## src/rtl/async_sram_ctrl.sv

```systemverilog
// Asynchronous SRAM controller: converts single-word read/write requests into
// registered SRAM strobe sequences with configurable pulse and turnaround timing.
module async_sram_ctrl #(
  parameter int DATA_W     = 32,
  parameter int ADDR_W     = 18,
  parameter int ID_W       = 2,
  parameter int READ_WAIT  = 2,
  parameter int WRITE_WAIT = 1,
  parameter int TURNAROUND = 1
) (
  input  logic                  clock,
  input  logic                  rst,
  output logic                  mem_waitrequest,
  input  logic                  mem_read,
  input  logic                  mem_write,
  input  logic [ID_W-1:0]       mem_id,
  input  logic [ADDR_W-1:0]     mem_address,
  input  logic [DATA_W-1:0]     mem_writedata,
  input  logic [DATA_W/8-1:0]   mem_writedatamask,
  output logic [DATA_W-1:0]     mem_readdata,
  output logic [ID_W-1:0]       mem_readdataid,
  output logic                  mem_readdatavalid,
  output logic [ADDR_W-1:0]     sram_a,
  output logic [DATA_W-1:0]     sram_d_out,
  output logic                  sram_d_oe,
  input  logic [DATA_W-1:0]     sram_d_in,
  output logic                  sram_cs_n,
  output logic                  sram_oe_n,
  output logic                  sram_we_n,
  output logic [DATA_W/8-1:0]   sram_be_n
);

  localparam int BE_W     = DATA_W / 8;
  localparam int MAX_RW   = (READ_WAIT > WRITE_WAIT) ? READ_WAIT : WRITE_WAIT;
  localparam int MAX_WAIT = (MAX_RW > TURNAROUND) ? MAX_RW : TURNAROUND;
  // The counter is loaded with (wait - 1) and leaves its state on zero.
  localparam int CNT_W    = (MAX_WAIT > 1) ? $clog2(MAX_WAIT) : 1;

  localparam logic [CNT_W-1:0] RD_LOAD = CNT_W'(READ_WAIT - 1);
  localparam logic [CNT_W-1:0] WR_LOAD = CNT_W'(WRITE_WAIT - 1);
  localparam logic [CNT_W-1:0] TA_LOAD = CNT_W'((TURNAROUND > 0) ? TURNAROUND - 1 : 0);

  typedef enum logic [2:0] {
    IDLE,
    READ,
    WSETUP,
    WPULSE,
    WHOLD,
    TURN
  } state_t;

  state_t            state_reg, state_next;
  logic [CNT_W-1:0]  cnt_reg, cnt_next;
  logic [ADDR_W-1:0] a_reg, a_next;
  logic [DATA_W-1:0] dout_reg, dout_next;
  logic              d_oe_reg, d_oe_next;
  logic              cs_n_reg, cs_n_next;
  logic              oe_n_reg, oe_n_next;
  logic              we_n_reg, we_n_next;
  logic [BE_W-1:0]   be_n_reg, be_n_next;
  logic [ID_W-1:0]   id_reg, id_next;
  logic [DATA_W-1:0] rdata_reg, rdata_next;
  logic [ID_W-1:0]   rid_reg, rid_next;
  logic              rvalid_reg, rvalid_next;

  logic [BE_W-1:0]   wr_be_n;
  logic              wr_any;

  genvar gi;
  generate
    for (gi = 0; gi < BE_W; gi++) begin : g_be
      assign wr_be_n[gi] = ~mem_writedatamask[gi];
    end
  endgenerate

  // An all-zero mask is still accepted but never touches the SRAM.
  assign wr_any = |mem_writedatamask;

  assign mem_waitrequest = (state_reg != IDLE) || rst;

  always_comb begin
    state_next  = state_reg;
    cnt_next    = cnt_reg;
    a_next      = a_reg;
    dout_next   = dout_reg;
    id_next     = id_reg;
    rdata_next  = rdata_reg;
    rid_next    = rid_reg;
    rvalid_next = 1'b0;
    d_oe_next   = 1'b0;
    cs_n_next   = 1'b1;
    oe_n_next   = 1'b1;
    we_n_next   = 1'b1;
    be_n_next   = '1;

    unique case (state_reg)
      IDLE: begin
        if (mem_write) begin
          if (wr_any) begin
            state_next = WSETUP;
            a_next     = mem_address;
            dout_next  = mem_writedata;
            be_n_next  = wr_be_n;
            cs_n_next  = 1'b0;
            d_oe_next  = 1'b1;
          end
        end else if (mem_read) begin
          state_next = READ;
          cnt_next   = RD_LOAD;
          a_next     = mem_address;
          id_next    = mem_id;
          cs_n_next  = 1'b0;
          oe_n_next  = 1'b0;
          be_n_next  = '0;
        end
      end

      READ: begin
        if (cnt_reg == '0) begin
          state_next  = IDLE;
          rdata_next  = sram_d_in;
          rid_next    = id_reg;
          rvalid_next = 1'b1;
        end else begin
          cnt_next  = cnt_reg - CNT_W'(1);
          cs_n_next = 1'b0;
          oe_n_next = 1'b0;
          be_n_next = '0;
        end
      end

      WSETUP: begin
        state_next = WPULSE;
        cnt_next   = WR_LOAD;
        cs_n_next  = 1'b0;
        d_oe_next  = 1'b1;
        we_n_next  = 1'b0;
        be_n_next  = be_n_reg;
      end

      WPULSE: begin
        cs_n_next = 1'b0;
        d_oe_next = 1'b1;
        be_n_next = be_n_reg;
        if (cnt_reg == '0) begin
          state_next = WHOLD;
        end else begin
          cnt_next  = cnt_reg - CNT_W'(1);
          we_n_next = 1'b0;
        end
      end

      WHOLD: begin
        if (TURNAROUND > 0) begin
          state_next = TURN;
          cnt_next   = TA_LOAD;
        end else begin
          state_next = IDLE;
        end
      end

      TURN: begin
        if (cnt_reg == '0) begin
          state_next = IDLE;
        end else begin
          cnt_next = cnt_reg - CNT_W'(1);
        end
      end

      default: begin
        state_next = IDLE;
      end
    endcase
  end

  always_ff @(posedge clock) begin
    if (rst) begin
      state_reg  <= IDLE;
      cnt_reg    <= '0;
      a_reg      <= '0;
      dout_reg   <= '0;
      d_oe_reg   <= 1'b0;
      cs_n_reg   <= 1'b1;
      oe_n_reg   <= 1'b1;
      we_n_reg   <= 1'b1;
      be_n_reg   <= '1;
      id_reg     <= '0;
      rdata_reg  <= '0;
      rid_reg    <= '0;
      rvalid_reg <= 1'b0;
    end else begin
      state_reg  <= state_next;
      cnt_reg    <= cnt_next;
      a_reg      <= a_next;
      dout_reg   <= dout_next;
      d_oe_reg   <= d_oe_next;
      cs_n_reg   <= cs_n_next;
      oe_n_reg   <= oe_n_next;
      we_n_reg   <= we_n_next;
      be_n_reg   <= be_n_next;
      id_reg     <= id_next;
      rdata_reg  <= rdata_next;
      rid_reg    <= rid_next;
      rvalid_reg <= rvalid_next;
    end
  end

  assign sram_a            = a_reg;
  assign sram_d_out        = dout_reg;
  assign sram_d_oe         = d_oe_reg;
  assign sram_cs_n         = cs_n_reg;
  assign sram_oe_n         = oe_n_reg;
  assign sram_we_n         = we_n_reg;
  assign sram_be_n         = be_n_reg;
  assign mem_readdata      = rdata_reg;
  assign mem_readdataid    = rid_reg;
  assign mem_readdatavalid = rvalid_reg;

endmodule

```

## config.mk

```make
export PLATFORM = sky130hd
export DESIGN_NAME = async_sram_ctrl
export DESIGN_NICKNAME = d
export VERILOG_FILES = /design/src/rtl/async_sram_ctrl.sv
export SDC_FILE = /design/constraint.sdc
export NUM_CORES = 1
export LEC_CHECK = 0
export BUFFER_PORTS_ARGS = -buffer_cell sky130_fd_sc_hd__clkbuf_2
export CAP_MARGIN = 20
export CELL_PAD_IN_SITES_DETAIL_PLACEMENT = 0
export CELL_PAD_IN_SITES_GLOBAL_PLACEMENT = 1
export CORE_UTILIZATION = 36
export DETAILED_ROUTE_END_ITERATION = 10
export GPL_TIMING_DRIVEN = 0
export PLACE_DENSITY_LB_ADDON = 0.1
export SLEW_MARGIN = 20
export SYNTH_ARGS = -nofsm -noshare
export SYNTH_HDL_FRONTEND = slang
export SYNTH_SLANG_ARGS = --single-unit
```

## constraint.sdc

```tcl
create_clock -name clock -period 3 [get_ports clock]
set_input_delay 0 -clock clock [delete_from_list [all_inputs] [get_ports clock]]
set_output_delay 0 -clock clock [all_outputs]
set_load 0.05 [all_outputs]
```

==> results.py <==
metrics = {
    "logic_synthesis": {
        "netlist_area_sq_um": 4110,
        "synth_seq_cells": 99,
        "synth_top_area_cell": "sky130_fd_sc_hd__dfxtp_1",
        "synth.top_cells.by_area": "sky130_fd_sc_hd__dfxtp_1 48%, sky130_fd_sc_hd__nand2b_1 16%, sky130_fd_sc_hd__mux2i_1 12%",
        "synthDominantCellAreaShare": 0.482,
        "synth.yosys.seq_area_share": 0.482,
        "synthesis.yosys.warnings": 0,
        "synthesis.instances": 436,
        "synth_cell_types": 34,
        "synth_fp_nets": 528,
        "postSynthAreaPerCell_sq_um": 9.43,
    },
    "setup_path": {
        "cp.required_ns": 3.26,
        "reg2reg_to": "mem_readdata[14]",
        "worstSetupPathType": "reg2reg",
        "cells_on_worst_reg2reg_path": 5,
        "r2r_slack_ns": 1.14,
        "cp-start-kind": "flop",
        "sort_of_element_at_the_end_of_the_critical_path": "flop",
        "r2r-start": "state_reg[1]",
        "critical_path.max_fanout": 10,
        "cp.arrival_ns": 2.12,
    },
    "clock_network": {
        "cts.reportedPaths.clkPinSlew_ns": 0.06,
        "cts_sinks": 99,
        "clkLatencyLatePin_ns": 0.34,
        "clockRootBuffer": "sky130_fd_sc_hd__clkbuf_16",
        "ctsResizeCount": 0,
        "cts_buffer_depth": 2,
        "tritoncts_clock_tree": "done",
        "number_of_clock_buffers_inserted_by_tritoncts": 9,
        "deepest_level_of_the_cts_h_tree": 3,
    },
    "timing": {
        "rsz0062_at_grt": "no",
        "finalHoldViolations": 0,
        "timing.clock.skew_ns": 0.00640,
        "finalHoldWorstSlack_ns": 0.0110,
        "finalMaxSlewViolations": 0,
        "tns_ns": 0,
        "worst_slew_margin": 0.599,
        "final.min_clock_period_ns": 1.86,
        "period_share": 0.619,
        "fmaxAchievable_mhz": 539,
        "worstMarginPinSlew_ns": 0.602,
        "timing.final.setup_violations": 0,
    },
    "global_route": {
        "antenna_found_initial": 0,
        "track_usage": 0.196,
        "grt_pass1_wl_um": 17900,
        "grt_max_degree": 14,
        "grt_pass1_vias": 3825,
        "globalRoute.totalOverflow": 0,
    },
    "pwr": {
        "leakagePower_nw": 2.80,
        "power.ir.vdd_worst_uv": 318,
        "p_per_area_nw_per_um2": 590,
    },
    "layout": {
        "final_nets": 809,
        "antenna_cells": 0,
        "final_layout_size_suffix_gt1_frac": 0.295,
        "share_of_the_core_filled_with_cells": 0.575,
        "flow.area_growth_from_synthesis_pct": 53.6,
        "fill_cells": 990,
    },
    "floorplan": {
        "die_area_sq_um": 11800,
        "die_height_um": 109,
        "initial_core_util": 0.374,
        "std_cell_rows": 38,
        "die_w_um": 109,
        "core_sq_um": 11000,
        "top_level_ports": 186,
    },
    "outcome": {
        "run_status": "finished clean",
    },
    "routing": {
        "vias_per_cell": 4.51,
        "detail-route-antenna-nets": 0,
        "detailroute.via_count": 3871,
        "drt_first_iter_violations": 116,
        "drt_first_pass_iters": 4,
        "remaining_drc_errors": 0,
        "wl_per_cell_um": 13.1,
        "route.final.wire_length_um": 11300,
    },
    "place": {
        "port-buffer-count": 185,
        "globalplace.congestion": 0.749,
        "place.detailed.hpwl_um": 7640,
    },
    "job": {
        "maxCapViolCount": 0,
    },
    "hold_path": {
        "whs_path_depth": 3,
        "min-delay-start": "mem_writedatamask[2]",
        "holdCritPathClass": "in2reg",
        "timing.hold.worst_endpoint": "sram_be_n[2]",
    },
}
## per-layer routing
| metal | wire length (um) | part of all wire | GRT usage |
|---|---|---|---|
| met4 | 248 | 0.022 | 0.0917 |
| met3 | 645 | 0.057 | 0.0472 |
| met2 | 5330 | 0.47 | 0.330 |
| met5 | 0 | 0 | 0 |
| met1 | 5030 | 0.45 | 0.235 |
## metrics by stage
stage	total power, W	setup WS [ns]	std cells	cell area (sq um)
3_5_place_dp	0.00264	1.10	761	5210
6_report	0.00373	1.14	859	6310
3_3_place_gp	0.00262	1.20	761	5210
2_1_floorplan	0.00236	1.39	436	4110
4_1_cts	0.00378	1.09	859	6310
5_1_grt	0.00391	0.961	859	6310
## cells in the final DEF (no fill, tap or decap), drive strengths merged
master and n:
inv 1, nand2b 104, o21ai 5, a2111oi 1, nor4b 1, dfxtp 99
o21ba 1, clkbuf 221, nor2 8, buf 9, nand2 70, dlygate4sd3 85
or3 1, nor4 2, or3b 1, and2 1, a21oi 39, nor3 3
or4b 3, or2 1, nand3 2, a211oi 3, o21a 1, mux2i 50
nor2b 2, o22a 4, and2b 1
## critical path, cell delays in order, from the launching register on
cell                       delay (ns)
sky130_fd_sc_hd__dfxtp_1         0.32
sky130_fd_sc_hd__clkbuf_1        0.22
sky130_fd_sc_hd__nor4b_4         0.55
sky130_fd_sc_hd__clkbuf_1        0.43
sky130_fd_sc_hd__nand2_1         0.11
sky130_fd_sc_hd__a21oi_1         0.15
## Yosys cell counts
library cell                number
sky130_fd_sc_hd__a2111oi_0       1
sky130_fd_sc_hd__a211oi_1        2
sky130_fd_sc_hd__a211oi_2        1
sky130_fd_sc_hd__a21oi_1        39
sky130_fd_sc_hd__and2_1          1
sky130_fd_sc_hd__and2b_1         1
sky130_fd_sc_hd__buf_12          3
sky130_fd_sc_hd__buf_2           2
sky130_fd_sc_hd__buf_4           1
sky130_fd_sc_hd__buf_6           3
sky130_fd_sc_hd__clkbuf_1       23
sky130_fd_sc_hd__dfxtp_1        99
sky130_fd_sc_hd__inv_1           1
sky130_fd_sc_hd__mux2i_1        50
sky130_fd_sc_hd__nand2_1        70
sky130_fd_sc_hd__nand2b_1      104
sky130_fd_sc_hd__nand3_1         2
sky130_fd_sc_hd__nor2_1          7
sky130_fd_sc_hd__nor2_8          1
sky130_fd_sc_hd__nor2b_1         2
sky130_fd_sc_hd__nor3_1          3
sky130_fd_sc_hd__nor4_1          1
sky130_fd_sc_hd__nor4_4          1
sky130_fd_sc_hd__nor4b_4         1
sky130_fd_sc_hd__o21a_1          1
sky130_fd_sc_hd__o21ai_0         5
sky130_fd_sc_hd__o21ba_1         1
sky130_fd_sc_hd__o22a_1          4
sky130_fd_sc_hd__or2_2           1
sky130_fd_sc_hd__or3_1           1
sky130_fd_sc_hd__or3b_2          1
sky130_fd_sc_hd__or4b_1          1
sky130_fd_sc_hd__or4b_2          1
sky130_fd_sc_hd__or4b_4          1
## kinds of logic after synthesis
group           synth area share
compound gates            0.0752
simple gates               0.272
buf+inv                   0.0490
flops                      0.482
mux                        0.122
## worst max path at each step
| stage | startpoint | endpoint | slack [ns] | cells past startpoint |
|---|---|---|---|---|
| 5_1_grt | state_reg[1] | mem_readdata[13] | 0.96 | 5 |
| 3_5_place_dp | state_reg[1] | mem_readdata[11] | 1.10 | 5 |
| 4_1_cts | state_reg[1] | mem_readdata[14] | 1.09 | 5 |
| 6_report | state_reg[1] | mem_readdata[14] | 1.14 | 5 |
| 3_3_place_gp | state_reg[1] | mem_readdataid[1] | 1.20 | 6 |
| 2_1_floorplan | state_reg[0] | sram_d_out[10] | 1.39 | 6 |
## final cells by class
type                       instances  area, sq um  share of cell area
sequential                        99         1980               0.314
multi-input combinational        304         1930               0.305
timing repair buffer             270         1780               0.281
clock buffer                      13          250              0.0396
buffer                            32          198              0.0313
tap                              140          175              0.0278
inverter                           1         3.75            0.000595
## report_power, final
part	internal, W	total [W]	switching, W
Combinational	0.000402	0.00118	0.000776
Clock	0.000572	0.00103	0.000461
Sequential	0.00145	0.00151	0.0000672
## timing repair
item / in CTS / in global routing
hold buffers: 85 / 0
endpoints found under the hold margin: 85 / 0
setup buffers: 0 / 0
Power figures use the tool's default switching activity.
